File: src/rtl/memory_port_master_arbiter.sv
// Two-master round-robin arbiter for a single memory port. A tag queue records
// the owner of each outstanding read so responses are routed back in issue order.
module memory_port_master_arbiter #(
  parameter int QUEUE_DEPTH   = 8,
  parameter int QUEUE_DEPTH_N = 3
) (
  input  logic        iCLOCK,
  input  logic        iRESET_SYNC,
  input  logic        iM0_REQ,
  output logic        oM0_LOCK,
  input  logic [1:0]  iM0_ORDER,
  input  logic [3:0]  iM0_MASK,
  input  logic        iM0_RW,
  input  logic [31:0] iM0_ADDR,
  input  logic [31:0] iM0_DATA,
  output logic        oM0_VALID,
  input  logic        iM0_BUSY,
  output logic [63:0] oM0_DATA,
  input  logic        iM1_REQ,
  output logic        oM1_LOCK,
  input  logic [1:0]  iM1_ORDER,
  input  logic [3:0]  iM1_MASK,
  input  logic        iM1_RW,
  input  logic [31:0] iM1_ADDR,
  input  logic [31:0] iM1_DATA,
  output logic        oM1_VALID,
  input  logic        iM1_BUSY,
  output logic [63:0] oM1_DATA,
  output logic        oMEMORY_REQ,
  input  logic        iMEMORY_LOCK,
  output logic [1:0]  oMEMORY_ORDER,
  output logic [3:0]  oMEMORY_MASK,
  output logic        oMEMORY_RW,
  output logic [31:0] oMEMORY_ADDR,
  output logic [31:0] oMEMORY_DATA,
  input  logic        iMEMORY_VALID,
  output logic        oMEMORY_BUSY,
  input  logic [63:0] iMEMORY_DATA,
  output logic        oERR_UNEXPECTED
);

  localparam logic [QUEUE_DEPTH_N:0] FULL_COUNT = (QUEUE_DEPTH_N+1)'(QUEUE_DEPTH);

  logic                     prio;
  logic [QUEUE_DEPTH_N:0]   count;
  logic [QUEUE_DEPTH_N-1:0] rd_ptr;
  logic [QUEUE_DEPTH_N-1:0] wr_ptr;
  logic                     tag_q [QUEUE_DEPTH];

  logic        common_lock;
  logic        grant0_p0;
  logic        grant1_p0;
  logic        grant_p0;
  logic        enq_p0;
  logic        deq_p0;
  logic        nonempty;
  logic        head_tag;
  logic        head_ready;

  logic        mem_req_p1;
  logic [1:0]  mem_order_p1;
  logic [3:0]  mem_mask_p1;
  logic        mem_rw_p1;
  logic [31:0] mem_addr_p1;
  logic [31:0] mem_data_p1;

  logic        rsp0_vld_p1;
  logic [63:0] rsp0_data_p1;
  logic        rsp1_vld_p1;
  logic [63:0] rsp1_data_p1;
  logic        err_unexpected;

  // Stage p0: arbitration and queue bookkeeping on the start-of-cycle count
  assign common_lock = iMEMORY_LOCK || (count == FULL_COUNT);
  assign oM0_LOCK    = common_lock || (iM1_REQ && prio);
  assign oM1_LOCK    = common_lock || (iM0_REQ && !prio);
  assign grant0_p0   = iM0_REQ && !oM0_LOCK;
  assign grant1_p0   = iM1_REQ && !oM1_LOCK;
  assign grant_p0    = grant0_p0 || grant1_p0;
  assign enq_p0      = grant0_p0 ? !iM0_RW : (grant1_p0 && !iM1_RW);

  assign nonempty     = (count != '0);
  assign head_tag     = tag_q[rd_ptr];
  assign head_ready   = head_tag ? (!rsp1_vld_p1 || !iM1_BUSY) : (!rsp0_vld_p1 || !iM0_BUSY);
  assign oMEMORY_BUSY = nonempty && !head_ready;
  assign deq_p0       = iMEMORY_VALID && nonempty && head_ready;

  always_ff @(posedge iCLOCK) begin
    if (iRESET_SYNC) begin
      prio   <= 1'b0;
      count  <= '0;
      rd_ptr <= '0;
      wr_ptr <= '0;
    end else begin
      if (grant0_p0) prio <= 1'b1;
      else if (grant1_p0) prio <= 1'b0;
      if (enq_p0) wr_ptr <= wr_ptr + 1'b1;
      if (deq_p0) rd_ptr <= rd_ptr + 1'b1;
      unique case ({enq_p0, deq_p0})
        2'b10:   count <= count + 1'b1;
        2'b01:   count <= count - 1'b1;
        default: count <= count;
      endcase
    end
  end

  always_ff @(posedge iCLOCK) begin
    if (enq_p0) tag_q[wr_ptr] <= grant1_p0;
  end

  // Stage p1: registered request toward memory, held while memory stalls
  always_ff @(posedge iCLOCK) begin
    if (iRESET_SYNC) begin
      mem_req_p1   <= 1'b0;
      mem_order_p1 <= '0;
      mem_mask_p1  <= '0;
      mem_rw_p1    <= 1'b0;
      mem_addr_p1  <= '0;
      mem_data_p1  <= '0;
    end else if (grant_p0) begin
      mem_req_p1   <= 1'b1;
      mem_order_p1 <= grant1_p0 ? iM1_ORDER : iM0_ORDER;
      mem_mask_p1  <= grant1_p0 ? iM1_MASK  : iM0_MASK;
      mem_rw_p1    <= grant1_p0 ? iM1_RW    : iM0_RW;
      mem_addr_p1  <= grant1_p0 ? iM1_ADDR  : iM0_ADDR;
      mem_data_p1  <= grant1_p0 ? iM1_DATA  : iM0_DATA;
    end else if (!iMEMORY_LOCK) begin
      mem_req_p1   <= 1'b0;
    end
  end

  // Stage p1: per-master response registers; a consumed entry clears unless reloaded
  always_ff @(posedge iCLOCK) begin
    if (iRESET_SYNC) begin
      rsp0_vld_p1    <= 1'b0;
      rsp0_data_p1   <= '0;
      rsp1_vld_p1    <= 1'b0;
      rsp1_data_p1   <= '0;
      err_unexpected <= 1'b0;
    end else begin
      if (deq_p0 && !head_tag) begin
        rsp0_vld_p1  <= 1'b1;
        rsp0_data_p1 <= iMEMORY_DATA;
      end else if (!iM0_BUSY) begin
        rsp0_vld_p1  <= 1'b0;
      end
      if (deq_p0 && head_tag) begin
        rsp1_vld_p1  <= 1'b1;
        rsp1_data_p1 <= iMEMORY_DATA;
      end else if (!iM1_BUSY) begin
        rsp1_vld_p1  <= 1'b0;
      end
      if (iMEMORY_VALID && !nonempty) err_unexpected <= 1'b1;
    end
  end

  assign oMEMORY_REQ     = mem_req_p1;
  assign oMEMORY_ORDER   = mem_order_p1;
  assign oMEMORY_MASK    = mem_mask_p1;
  assign oMEMORY_RW      = mem_rw_p1;
  assign oMEMORY_ADDR    = mem_addr_p1;
  assign oMEMORY_DATA    = mem_data_p1;
  assign oM0_VALID       = rsp0_vld_p1;
  assign oM0_DATA        = rsp0_data_p1;
  assign oM1_VALID       = rsp1_vld_p1;
  assign oM1_DATA        = rsp1_data_p1;
  assign oERR_UNEXPECTED = err_unexpected;

endmodule

File: config.mk
export PLATFORM = sky130hd
export DESIGN_NAME = memory_port_master_arbiter
export DESIGN_NICKNAME = d
export VERILOG_FILES = /design/src/rtl/memory_port_master_arbiter.sv
export SDC_FILE = /design/constraint.sdc
export NUM_CORES = 1
export LEC_CHECK = 0
export ABC_AREA = 1
export BUFFER_PORTS_ARGS = -buffer_cell sky130_fd_sc_hd__buf_2
export CORE_AREA = 4 4 163 165
export DETAILED_ROUTE_END_ITERATION = 10
export DIE_AREA = 0 0 167 169
export GPL_TIMING_DRIVEN = 0
export PLACE_DENSITY = 0.65
export SLEW_MARGIN = 0
export SYNTH_ARGS = -nofsm -noshare
export SYNTH_HDL_FRONTEND = slang
export SYNTH_SLANG_ARGS = --single-unit
File: constraint.sdc
create_clock -name iCLOCK -period 2.75 [get_ports iCLOCK]
set_clock_uncertainty 0.2 [all_clocks]
set_input_delay 0.275 -clock iCLOCK [delete_from_list [all_inputs] [get_ports iCLOCK]]
set_output_delay 0.275 -clock iCLOCK [all_outputs]
set_load 0.1 [all_outputs]
==> results_dict.tcl <==
set metrics [dict create \
    status "finished clean" \
    path_buf_inv 2 \
    track_usage 0.230 \
    internal-power_mw 7.71 \
    synth_top_family_by_area "simple AND/OR/NAND/NOR gates" \
    postSynthAreaPerCell_sq_um 7.32 \
    cts_tree "done" \
    drtIter0Drc 517 \
    top_usage_layer "met2" \
    yosys.area_share.xor_xnor 0.00475 \
    setup_violations 0 \
    portBuffers 418 \
    rsz0062_at_grt "false" \
    crit_path_frequent_cell "nand2_1" \
    worst_slew_pin_slew_ps 705 \
    die_h_microns 169 \
    cp_max_fo 5 \
    cp.arrival_ps 2060 \
    grt_pass1_vias 10700 \
    dp_hpwl_microns 24800 \
    vias 10600 \
    area_growth_pct 59.1 \
    cts.sinks 225 \
    path_clk_slew_ps 60 \
    rrSetupSlack_ps 210 \
    synth.ff_latch_count 225 \
    start_kind "flop" \
    use_met3 0.0444 \
    maxCapViolCount 0 \
    pwr-share-clk 0.176 \
    powerDensity_nw_per_um2 1190 \
    grt_overflow 0 \
    async_flop_share 0 \
    synth-edff-count 8 \
    leakage_nw 7.12 \
    vias_per_cell 4.68 \
    period_share 0.924 \
    ir_drop_uv 1220 \
    antenna_found_initial 0 \
    comb_power_share 0.559 \
    drc_errors 0 \
    clk_latency_ps 510 \
    critPathKind "reg -> out" \
    synthMuxAreaShare 0 \
    avgRoutedWirePerCell_microns 15.2 \
    critPathCapture "oMEMORY_BUSY" \
    drtAntennaViolNets 0 \
    worstPathRequired_ps 2280 \
    rows 58 \
    p_sw_mw 9.69 \
    drive_gt1_frac 0.276 \
    cpMaxStageDelayCell "buf_2" \
    fp.dieArea_sq_um 28200 \
    endpoint_kind "output port" \
    reg2reg_to "count[2]" \
    max_stage_delay_ps 430 \
    synth_compound_area_frac 0.154 \
    reg2regPathDepth 15 \
    grt_max_degree 18 \
    slew_viol_final 0 \
    ios 420 \
    p_total_mw 17.4 \
    p_seq_frac 0.265 \
    fmax_ghz 0.394 \
    fin_crit_ps 2540 \
    synthAdderAreaFrac 0.00679 \
    synthCells 1259 \
    numCtsBuffers 25 \
    slew_headroom 0.530 \
    gr-usage-met1 0.253 \
    start_util 0.368 \
    cts_buffer_depth 3 \
    p_sw_frac 0.557 \
    htreeDepth 1 \
    ys_seq_area_frac 0.498 \
    synthSimpleGateAreaFrac 0.241 \
    final_common_cell "buf_2" \
    first_pass_iters 5 \
    critical_path_depth 9 \
    syn_nets 1478 \
    grt_pass1_wl_microns 53700 \
    ys_warn_count 0 \
    die_w_microns 167 \
    coreArea_sq_um 25000 \
    synth_area_sq_um 9210 \
    layout.nets 2137 \
    layout_common_cells "439 x buf_2, 393 x nand2_1, 213 x dfxtp_1" \
    critical-path-top-delay-family "simple AND/OR/NAND/NOR gates" \
    hp-class "in -> reg" \
    yosysUniqueCellTypes 30 \
    use_met2 0.433 \
    setup_tns_ps 0 \
    cts_root_buf "clkbuf_16" \
    wirelength_microns 34300 \
    finalHoldViolCount 0 \
    cp_cell_sequence "inv_2 -> nand2_1 -> nand3_1 -> nand3_2 -> nand2_1 -> nand2_1 -> nand2_1 -> nor2_2 -> buf_2" \
    globalplace.congestion 0.860 \
    ys.flop_type "dfxtp_1" \
]
## what timing repair did
action,4_1_cts,5_1_grt
endpoints found under the hold margin,205,0
endpoints found under the setup margin,2,3
setup buffers,0,3
resized for setup,3,10
hold buffers,211,0
pin swaps,0,4
## worst register-to-register path, cell delays in order, from the launching register on
cell and delay [ps]:
dfxtp_1 410, inv_2 80, nand2_1 70, nand3_1 80, nand3_2 120, nand2_1 120, nand3_4 110, buf_6 160
nand2_2 120, ha_4 200, xor2_2 150, ha_1 190, a21oi_1 140, xnor2_1 90, o21ai_0 150, inv_1 50
## how the worst min path moves through the flow
stage / slack [ps] / startpoint / endpoint / cells after the start
after floorplan: 240 / iMEMORY_DATA[0] / oM1_DATA[0] / 2
after global placement: 230 / oM0_DATA[38] / oM0_DATA[38] / 2
after detailed placement: 240 / oM0_DATA[44] / oM0_DATA[44] / 2
after CTS: 60 / iM1_REQ / prio / 4
after global routing: 130 / iM1_REQ / prio / 4
final: 80 / iM1_REQ / prio / 4
## Yosys cell counts, drive strengths merged, types with 2 or more instances
library cell	instances	area (sq um)
nand2	396	1500
clkbuf	33	128
xor2	4	35.0
nand3	15	108
nand4	2	27.5
dfxtp	217	4340
a21oi	144	721
ha	5	62.6
edfxtp	8	240
inv	96	363
buf	47	387
o21ai	133	666
nor2	155	592
## layer usage
metal | vias to the layer above | wire [microns] | part of all wire
li1 | 5279 | - | -
met1 | 4769 | 13000 | 0.38
met2 | 452 | 17200 | 0.50
met3 | 85 | 2600 | 0.076
met4 | 0 | 1420 | 0.041
met5 | - | 0 | 0
## area by class of cell
cell class,instances,area (sq um)
antenna,1,2.50
buffer,80,518
clock buffer,32,702
clock inverter,6,38.8
fill,2264,10400
inverter,97,368
multi-input combinational,857,3790
sequential,225,4590
tap,330,413
timing repair buffer,632,4230
## kinds of logic (layout without fill, tap and decap cells)
group | count (synthesis) | in the layout
simple gates | 568 | 568
compound gates | 279 | 279
flops | 225 | 225
buf+inv | 177 | 847
fa+ha+maj | 5 | 5
xor+xnor | 5 | 5
other cells | 0 | 1
## power by group through the flow
stage                     clock network [mW]  logic, mW  registers (mW)
after floorplan                            0       1.98            10.3
after global placement                     0       9.31            4.63
after detailed placement                   0       9.35            4.66
after CTS                               3.14       9.68            4.60
after global routing                    3.27       10.2            4.71
final                                   3.06       9.73            4.61
## registers in the layout (all words and copies together) (netlist names), 2 cells and up, named ones only
name           count
wr_ptr             3
tag_q              8
oMEMORY_MASK       4
oM1_DATA          64
oM0_DATA          64
count              4
oMEMORY_ORDER      2
rd_ptr             3
oMEMORY_DATA      32
oMEMORY_ADDR      32
## metrics by stage
stage                     worst slack [ps]  hold WS [ps]  instances   util  area, sq um
after floorplan                        214           238       1259      -         9220
after global placement                40.7           228       2007  0.468        11700
after detailed placement             -21.7           236       2007  0.468        11700
after CTS                             12.6          58.6       2256  0.582        14600
after global routing                  1.18           131       2259  0.585        14700
final                                  210          76.9       2260  0.585        14700
No activity file was read; power rests on OpenSTA's default activity.
